--- src/rtl/bit_serializer.sv ---
// -----------------------------------------------------------------------------
// bit_serializer
//   Parallel-to-serial converter. A WIDTH-bit word offered on din/din_valid is
//   captured when din_ready is high and shifted out LSB first, one bit per
//   clock, on ser_out/ser_valid. After each word, GAP idle cycles can be
//   inserted. With GAP == 0, a new word may be accepted on the last-bit cycle
//   so consecutive words stream without a bubble.
//
// Parameters
//   WIDTH      bits per word (2..32)
//   GAP        idle cycles after each word (0..15)
//
// Ports
//   clk        rising-edge clock
//   rstn       asynchronous active-low reset
//   din        parallel word to transmit
//   din_valid  din holds a word offered for transmission
//   din_ready  block accepts din on this cycle
//   ser_out    serial data, LSB first (0 when ser_valid is low)
//   ser_valid  ser_out carries a data bit this cycle
//   busy       state is not IDLE
//   done       high during the last bit of a word
// -----------------------------------------------------------------------------
module bit_serializer #(
    parameter int unsigned WIDTH = 14,
    parameter int unsigned GAP   = 0
) (
    input  logic             clk,
    input  logic             rstn,
    input  logic [WIDTH-1:0] din,
    input  logic             din_valid,
    output logic             din_ready,
    output logic             ser_out,
    output logic             ser_valid,
    output logic             busy,
    output logic             done
);

    localparam int unsigned     CW       = $clog2(WIDTH);
    localparam logic [CW-1:0]   CNT_LAST = CW'(WIDTH - 1);
    localparam logic [3:0]      GAP_LAST = (GAP > 0) ? 4'(GAP - 1) : 4'd0;
    localparam logic            GAP_EN   = (GAP > 0) ? 1'b1 : 1'b0;

    typedef enum logic [1:0] {
        ST_IDLE  = 2'd0,
        ST_SHIFT = 2'd1,
        ST_GAP   = 2'd2
    } state_t;

    state_t           state_r;
    state_t           state_nxt_s;
    logic [CW-1:0]    cnt_r;
    logic [CW-1:0]    cnt_nxt_s;
    logic [3:0]       gap_cnt_r;
    logic [3:0]       gap_cnt_nxt_s;
    logic [WIDTH-1:0] shift_r;
    logic [WIDTH-1:0] shift_nxt_s;
    logic             ser_out_r;
    logic             ser_valid_r;
    logic             done_r;
    logic             last_bit_s;
    logic             din_ready_s;
    logic             accept_s;

    // Last-bit detection, handshake and accept qualification.
    always_comb begin
        last_bit_s  = (state_r == ST_SHIFT) && (cnt_r == CNT_LAST);
        // Back-to-back reload on the last bit is only possible without a gap.
        din_ready_s = (state_r == ST_IDLE) || (last_bit_s && !GAP_EN);
        accept_s    = din_valid && din_ready_s;
    end

    // Next-state, bit counter, gap counter and shift register update.
    always_comb begin
        state_nxt_s   = state_r;
        cnt_nxt_s     = cnt_r;
        gap_cnt_nxt_s = gap_cnt_r;
        shift_nxt_s   = shift_r;
        case (state_r)
            ST_IDLE: begin
                if (accept_s) begin
                    state_nxt_s = ST_SHIFT;
                    cnt_nxt_s   = {CW{1'b0}};
                    shift_nxt_s = din;
                end else begin
                    state_nxt_s = ST_IDLE;
                end
            end
            ST_SHIFT: begin
                if (!last_bit_s) begin
                    cnt_nxt_s   = cnt_r + {{(CW-1){1'b0}}, 1'b1};
                    shift_nxt_s = {1'b0, shift_r[WIDTH-1:1]};
                end else if (accept_s) begin
                    state_nxt_s = ST_SHIFT;
                    cnt_nxt_s   = {CW{1'b0}};
                    shift_nxt_s = din;
                end else if (GAP_EN) begin
                    state_nxt_s   = ST_GAP;
                    gap_cnt_nxt_s = 4'd0;
                end else begin
                    state_nxt_s = ST_IDLE;
                end
            end
            ST_GAP: begin
                if (gap_cnt_r == GAP_LAST) begin
                    state_nxt_s = ST_IDLE;
                end else begin
                    gap_cnt_nxt_s = gap_cnt_r + 4'd1;
                end
            end
            default: begin
                state_nxt_s   = ST_IDLE;
                cnt_nxt_s     = {CW{1'b0}};
                gap_cnt_nxt_s = 4'd0;
                shift_nxt_s   = {WIDTH{1'b0}};
            end
        endcase
    end

    // State, counters and shift register.
    always_ff @(posedge clk or negedge rstn) begin
        if (!rstn) begin
            state_r   <= ST_IDLE;
            cnt_r     <= {CW{1'b0}};
            gap_cnt_r <= 4'd0;
            shift_r   <= {WIDTH{1'b0}};
        end else begin
            state_r   <= state_nxt_s;
            cnt_r     <= cnt_nxt_s;
            gap_cnt_r <= gap_cnt_nxt_s;
            shift_r   <= shift_nxt_s;
        end
    end

    // Serial outputs registered from next-state values, so they always match
    // the registered state without any combinational path from din.
    always_ff @(posedge clk or negedge rstn) begin
        if (!rstn) begin
            ser_out_r   <= 1'b0;
            ser_valid_r <= 1'b0;
            done_r      <= 1'b0;
        end else begin
            ser_valid_r <= (state_nxt_s == ST_SHIFT);
            ser_out_r   <= (state_nxt_s == ST_SHIFT) && shift_nxt_s[0];
            done_r      <= (state_nxt_s == ST_SHIFT) && (cnt_nxt_s == CNT_LAST);
        end
    end

    assign din_ready = din_ready_s;
    assign ser_out   = ser_out_r;
    assign ser_valid = ser_valid_r;
    assign done      = done_r;
    assign busy      = (state_r != ST_IDLE);

endmodule
--- config.mk ---
export PLATFORM = sky130hd
export DESIGN_NAME = bit_serializer
export DESIGN_NICKNAME = d
export VERILOG_FILES = /design/src/rtl/bit_serializer.sv
export SDC_FILE = /design/constraint.sdc
export NUM_CORES = 1
export LEC_CHECK = 0
export CORE_MARGIN = 2
export CORE_UTILIZATION = 50
export CTS_CLUSTER_DIAMETER = 100
export CTS_CLUSTER_SIZE = 14
export DETAILED_ROUTE_END_ITERATION = 10
export PLACE_DENSITY = 0.76
export SYNTH_ARGS = -nofsm -noshare
export SYNTH_HDL_FRONTEND = slang
export SYNTH_SLANG_ARGS = --single-unit
export TNS_END_PERCENT = 20
--- constraint.sdc ---
create_clock -name clk -period 2 [get_ports clk]
set_input_delay 0.4 -clock clk [delete_from_list [all_inputs] [get_ports clk]]
set_output_delay 0.4 -clock clk [all_outputs]
set_load 0.02 [all_outputs]
# Yosys cells after proc, flatten, opt, wreduce, memory -nomap -nowiden
# Cells that the tools add are included.
[totals] elab_cells=39 inputBits=17 output_inout_bits=5 ff_bits=27
[classes] bitwise_logic=1 eq_ne=6 add_sub_neg=2 reduce_logical=10 mux=12
[ops] op="14-bit one-hot mux with 3 select lines" n=1
[ops] op="14-bit 2-to-1 mux" n=2
[ops] op="4-bit 2-to-1 mux" n=3
[ops] op="4-bit one-hot mux with 3 select lines" n=1
[ops] op="4-bit by 1-bit adder with 4-bit output (second input constant)" n=2
[ops] op="4-bit equality test (second input constant)" n=2
[ops] op="4-bit one-hot mux with 2 select lines" n=1
[ops] op="2-bit one-hot mux with 3 select lines" n=1
[ops] op="2-bit by 1-bit equality test with 1-bit output (second input constant)" n=2
[ops] op="1-bit logical AND" n=4
[ops] op="4-bit logical NOT" n=1
[ops] op="2-bit 2-to-1 mux" n=2
[ops] op="2-bit equality test (second input constant)" n=1
[ops] op="2-bit logical NOT" n=1
[ops] op="2-bit != test (second input constant)" n=1
[ops] op="2-bit AND reduction" n=1
[ops] op="2-bit nonzero test" n=1
[ops] op="2-bit OR reduction" n=1
[ops] op="1-bit logical OR" n=1
[ops] op="1-bit 2-to-1 mux" n=1
[ops] op="1-bit inverter" n=1

# Longest topological paths before layout
[logic_depth] depth_word=9 depth_mapped=6 mapped_depth_nobuf=5

# Worst setup path before layout
# Ideal clock, no wire load.
[synth_path] path_type="register -> register" start="register cnt_r[0]" end="register shift_r[7]" setup_time_ns=0.126 n_path_buf=1 arrival_time_ns=1.480 stages_incl_launch_ff=6 setup_slack_ns=0.394 path_cell_list="dfrtp_1 -> ha_1 -> and4b_4 -> a22o_4 -> buf_6 -> a221o_1"
[synth_between] elab_chain_len=7
[synth_rtl] element="start, declared" line="52" text="logic [CW-1:0] cnt_r;"
[synth_rtl] element="start signal, assigned" line="124" text="cnt_r <= {CW{1'b0}};"
[synth_rtl] element="start signal, assigned" line="129" text="cnt_r <= cnt_nxt_s;"
[synth_rtl] element="4-bit equality test *" line="67" text="last_bit_s = (state_r == ST_SHIFT) && (cnt_r == CNT_LAST);"
[synth_rtl] element="1-bit logical AND *" line="67"
[synth_rtl] element="1-bit logical OR" line="69" text="din_ready_s = (state_r == ST_IDLE) || (last_bit_s && !GAP_EN);"
[synth_rtl] element="1-bit logical AND" line="70" text="accept_s = din_valid && din_ready_s;"
[synth_rtl] element="14-bit 2-to-1 mux"
[synth_rtl] element="14-bit 2-to-1 mux" line="90" text="if (!last_bit_s) begin"
[synth_rtl] element="14-bit one-hot mux with 3 select lines *" line="79" text="case (state_r)"
[synth_rtl] element="end signal, assigned" line="126" text="shift_r <= {WIDTH{1'b0}};"
[synth_rtl] element="end signal, assigned" line="131" text="shift_r <= shift_nxt_s;"
[synth_rtl] element="end, declared" line="56" text="logic [WIDTH-1:0] shift_r;"
# Every way passes the cells marked *; elsewhere a longest branch is shown, timed or not.
# A chain may end at the register's enable or synchronous reset.

# Worst setup path in the final report
[layout_path] start="register state_r[0]" end="output busy"
[layout_between] elab_chain_len=1
[layout_rtl] element="start, declared" line="50" text="state_t state_r;"
[layout_rtl] element="start signal, assigned" line="128" text="state_r <= state_nxt_s;"
[layout_rtl] element="2-bit nonzero test" line="153" text="assign busy = (state_r != ST_IDLE);"
[layout_rtl] element="end, declared" line="35" text="output logic busy,"
# Every way passes these cells.

==> impl_metrics.tcl <==
set metrics [dict create \
    cts_sinks 26 \
    ff2ff_path_depth 6 \
    core-area_um2 2500 \
    antenna_cells 0 \
    maxSlewViolCount 0 \
    htreeDepth 1 \
    max-vdd-ir-drop_mv 0.777 \
    grt_max_degree 27 \
    syn_area_um2 1340 \
    worstSetupPathType "flip-flop to primary output" \
    antenna_found_initial 0 \
    hpwl_um 2030 \
    end_kind "primary output" \
    start_util_pct 53.4 \
    cp_top_family "buffers and inverters" \
    r2r_end "shift_r[4]" \
    grt_pass1_vias 1073 \
    finalPower_uw 1690 \
    grt_use_total_pct 19.9 \
    synth.area.top_cells "dfrtp_1 (49%), a221o_1 (8.2%), nor3b_1 (7.9%)" \
    worstPathRequired_ns 1.60 \
    synth.yosys.seq_area_share_pct 48.7 \
    cts_hold_buf 0 \
    r2r_slack_ns 0.28 \
    drive_gt1_share_pct 15.8 \
    clk_pin_slew_ns 0.13 \
    synth_top_area_share_pct 48.7 \
    maxCapViolCount 0 \
    setup_viol 0 \
    final_area_um2 1640 \
    syn-num-nets 140 \
    vias 1085 \
    drt_wl_total_um 2860 \
    synth_top_family_by_area "compound AO/OA/AOI/OAI gates" \
    drt_iter0_drc 27 \
    postCtsSetupBuffers 0 \
    clock_latency_ns 0.32 \
    cpMaxStageDelayCell "clkdlybuf4s50_1" \
    vias_per_cell 6.16 \
    final.setup.tns_ns 0 \
    min_period_ns 1.92 \
    routedWlPerCell_um 16.3 \
    synth_xor_area_share_pct 0.656 \
    syn_avg_cell_area_um2 11.2 \
    syn_to_final_growth_pct 22.6 \
    placed_cell_area_um2 1610 \
    synth_simple_gate_area_share_pct 18.7 \
    min_path_type "primary input to async pin" \
    die_area_um2 3100 \
    r2r-start "cnt_r[1]" \
    finalCritPeriodShare_pct 96.0 \
    clk_path_buf_depth 2 \
    grt_overflow 0 \
    fin_worst_skew_ns 0.00929 \
    ys_types 36 \
    p_leak_uw 0.000726 \
    place_congestion 0.761 \
    arrival_ns 1.52 \
    port_buffers 21 \
    synth_seq_cells 26 \
    grt_pass1_wl_um 4910 \
    synth_edf_count 0 \
    final_util_pct 65.5 \
    drc 0 \
    worstMarginPinSlew_ns 0.561 \
    hold_viol 0 \
    cp_max_fo 10 \
    clockRootBuffer "clkbuf_4" \
    synthAdderAreaFrac_pct 3.75 \
    critPathLaunchType "flip-flop" \
    status "finished clean" \
    fin_nets 169 \
    cts_made_buffers 3 \
    cts_tree "done" \
    synth_mux_area_share_pct 2.44 \
    die_x_um 55.7 \
    max_stage_delay_ns 0.59 \
    relSlewSlack_pct 62.6 \
    ant_nets 0 \
    path_buf_inv 2 \
    path_cells "inv_2 > nand2_1 > clkdlybuf4s50_1" \
    ios 22 \
    rsz0062_at_grt "false" \
    ys_warn_count 0 \
    powerDensity_nw_per_um2 1040 \
    timing.fmax_ghz 0.521 \
    num_rows 18 \
    syn-instance-count 119 \
    yosys.area.top_type "dfrtp_1" \
    die_h_um 55.7 \
    first_pass_iters 4 \
    synth-compound-area-share_pct 20.6 \
    async_reset_ff_share_pct 100 \
    yosys_most_used_dff "dfrtp_1" \
]
==> per-stage QoR <==
stage	cells	setup slack (ns)	hold slack [ns]
floorplan	119	0.394	0.104
global placement	173	-0.0594	0.468
detailed placement	173	-0.139	0.486
CTS	176	0.00171	0.432
global route	176	0.0117	0.457
finish	176	0.0802	0.431
==> worst reg2reg max path, cell delays in order, from the launching register on <==
cell	delay, ns
dfrtp_1	0.40
inv_1	0.06
ha_1	0.16
buf_4	0.13
and3_1	0.46
nor3b_1	0.12
a221o_1	0.27
==> layout by cell type (no fill, tap or decap), types with 3 or more instances in the layout <==
| master | Yosys | final |
|---|---|---|
| a21oi_1 | 4 | 3 |
| a221o_1 | 11 | 11 |
| buf_4 | 0 | 10 |
| clkbuf_4 | 0 | 3 |
| clkdlybuf4s50_1 | 0 | 20 |
| dfrtp_1 | 26 | 24 |
| ha_1 | 4 | 4 |
| inv_1 | 5 | 5 |
| nand2_1 | 5 | 5 |
| nand3_1 | 7 | 7 |
| nor2b_1 | 3 | 3 |
| nor3b_1 | 14 | 14 |
| o21ai_0 | 4 | 4 |
==> state kept, by name, summed over array words and instances, names as in the netlist <==
| register | count |
|---|---|
| state_r | 2 |
| done | 1 |
| shift_r | 13 |
| gap_cnt_r | 4 |
| cnt_r | 4 |
| ser_out | 1 |
| ser_valid | 1 |
==> area by class of cell <==
class,instances,area (µm²)
clock buffers,3,22.5
fillers,195,863
inverters,6,22.5
multi-input cells,80,621
flip-flops and latches,26,653
well taps,30,37.5
repair buffers,31,280
==> power by group <==
part	switching, µW	total [µW]	internal, µW
logic	327	685	358
registers	116	795	680
clock network	144	214	70.5
==> kinds of logic (layout without fill, tap and decap cells) <==
logic type,Yosys count,after routing
AOI/OAI and AO/OA,34,34
xor gates and xnor gates,1,1
adders and majority gates,4,4
buffers and inverters,13,40
DFF,26,26
muxes,3,3
and+or+nand+nor,38,38
==> cells in the mapped netlist (2+ instances only) <==
| cell | number |
|---|---|
| nor3b_1 | 14 |
| a21oi_1 | 4 |
| a22o_1 | 2 |
| nor2b_1 | 3 |
| nand3_1 | 7 |
| clkbuf_1 | 2 |
| ha_1 | 4 |
| a21o_1 | 2 |
| nand2_1 | 5 |
| mux2_2 | 2 |
| a221o_1 | 11 |
| nand2b_1 | 2 |
| o21ai_0 | 4 |
| buf_2 | 3 |
| buf_6 | 2 |
| o211ai_1 | 2 |
| inv_1 | 5 |
| dfrtp_1 | 26 |
| o22ai_1 | 2 |
==> how the worst max path moves through the flow <==
stage | from | end | slack, ns | cells past startpoint
after floorplan | cnt_r[0] | shift_r[7] | 0.39 | 5
after global placement | din_valid | shift_r[1] | -0.06 | 4
after detailed placement | din_valid | shift_r[5] | -0.14 | 4
after CTS | cnt_r[1] | din_ready | 0.002 | 5
after global routing | state_r[0] | busy | 0.01 | 3
final | state_r[0] | busy | 0.08 | 3
==> what timing repair did <==
action / in CTS / in global routing
endpoints found under the hold margin: 0 / 0
resized for setup: 4 / 2
setup endpoints to repair: 11 / 2
==> per-layer routing <==
metal	GRT usage, %	vias up	part of all wire (%)
met2	31.3	33	50
met4	5.92	0	1.2
li1	-	504	-
met1	26.7	543	44
met3	5.58	5	5.0
met5	0	-	0
Note: power is estimated with default switching activity, not from simulation.
==> variant (same settings) <==
Set the parameter `WIDTH` to 7 (it was 14).
--- a/src/rtl/bit_serializer.sv
+++ b/src/rtl/bit_serializer.sv
@@ -24,3 +24,3 @@
 module bit_serializer #(
-    parameter int unsigned WIDTH = 14,
+    parameter int unsigned WIDTH = 7,
     parameter int unsigned GAP   = 0
Interface: changed (resized din); port bits go from 22 to 15. The function was not compared with the original's and may differ.
==> variant against the original RTL <==
  * Cell count down 21%
  * Sequential cell count down 8
  * Worst setup slack better by 0.029 ns
  * Synthesized cell count down 23%
  * Routed wire length down 36%
  * Largest cell class is now multi-input combinational cells
  * Power fell by 24%
  * Global-route usage is 2.4 points lower
  * Combinational power is 22% lower
  * Synthesized area fell by 26%
  * Maximum frequency rose by 1.5%
  * Final area shrank 27%
==> variant: results <==
[run_status]
status = finished, final reports clean

[logic_synthesis]
synth_warnings = 0
synth_fp_nets = 106
yosys-top-cells-area = dfrtp_1, ha_1, a21oi_1
synth.top_cell.area_share = 0.459
synth_commonest_cells = dfrtp_1, a21oi_1, inv_1, nor2_1
async_flop_share = 1.00
seq_area_frac_synth = 0.459
netlist_instances = 92
yosysUniqueCellTypes = 34

[final_layout]
drive_above_1_share = 0.170
nets = 127
top_regs = shift_r (6), gap_cnt_r (4), cnt_r (3)

[placed_design]
numPortBuffers = 14
dpl-instance-area_sq_mm = 0.00117
gp_congestion = 0.819
dp_worst_setup_slack_ns = 0.0837
dp.cells = 135
hpwl_microns = 1410

[worst_setup_path]
rrSetupSlack_ns = 0.54
rr_worst_depth = 6
cp_max_fo = 11
cp.arrival_ns = 1.49

[sta]
hold_ws_ns = 0.425
slew_headroom = 0.725
final.setup_skew_ns = 0.00997
fin_crit_sh = 0.945

[route]
vias = 776
drtIter0Drc = 9
wl_per_cell_microns = 13.3
vias_per_cell = 5.58

[clocking]
cts_max_path_buffers = 2
clk_pin_slew_ns = 0.11
worst_skew_pair.late_latency_ns = 0.30

[power_and_ir_drop]
ir_drop_mv = 0.532
p_int_uw = 838
leakage_nw = 0.555

[global_routing]
grt_pass1_vias = 758
grt_util_met2 = 0.292
grt_max_degree = 19
use_met3 = 0.0370
met1_usage = 0.215
track_usage = 0.175
grt_pass1_wl_microns = 3190
## variant: cell types whose count changed after synthesis, sizes merged, moves of 5 or more
cell / before / now
nand3: 7 / 2
a221oi: 0 / 5
nor3b: 14 / 2
o221ai: 0 / 5
nor2: 1 / 6
dfrtp: 26 / 18
a221o: 11 / 0
a21oi: 4 / 9
## variant: repair_timing
| action | 4_1_cts | 5_1_grt |
|---|---|---|
| hold endpoints to repair | 0 | 0 |
| gates resized for setup | 2 | 0 |
| setup endpoints to repair | 2 | 0 |
## variant: layer usage
| layer | part of all wire | vias up |
|---|---|---|
| li1 | - | 383 |
| met1 | 0.45 | 372 |
| met2 | 0.50 | 17 |
| met3 | 0.035 | 4 |
| met4 | 0.015 | 0 |
| met5 | 0 | - |
## variant: cells by family (layout without fill, tap and decap cells)
family	count (synthesis)	count (layout)	share of synthesized area
AOI/OAI and AO/OA	32	32	0.245
adders and majority gates	4	4	0.0510
buffers and inverters	12	32	0.0662
DFF	18	18	0.459
muxes	3	3	0.0331
and+or+nand+nor	23	23	0.147
## variant: cell type report
cell class	instances	area (sq um)
repair buffers	20	184
multi-input cells	62	467
flip-flops and latches	18	452
inverters	8	30.0
clock buffers	4	36.3
well taps	27	33.8
fillers	170	699
## variant: final timing paths
kind / from / endpoint
min: rstn / gap_cnt_r[2]
max: state_r[0] / busy
max reg2reg: cnt_r[0] / cnt_r[0]
min reg2reg: gap_cnt_r[3] / gap_cnt_r[3]
max in group asynchronous: rstn / state_r[0]
min in group clk: gap_cnt_r[3] / gap_cnt_r[3]
## variant: power groups by stage
stage	clock network, mW	registers (mW)	logic, mW
detailed placement	0	0.536	0.543
global route	0.248	0.542	0.598
CTS	0.231	0.529	0.538
global placement	0	0.531	0.531
floorplan	0	0.534	0.358
finish	0.222	0.528	0.534
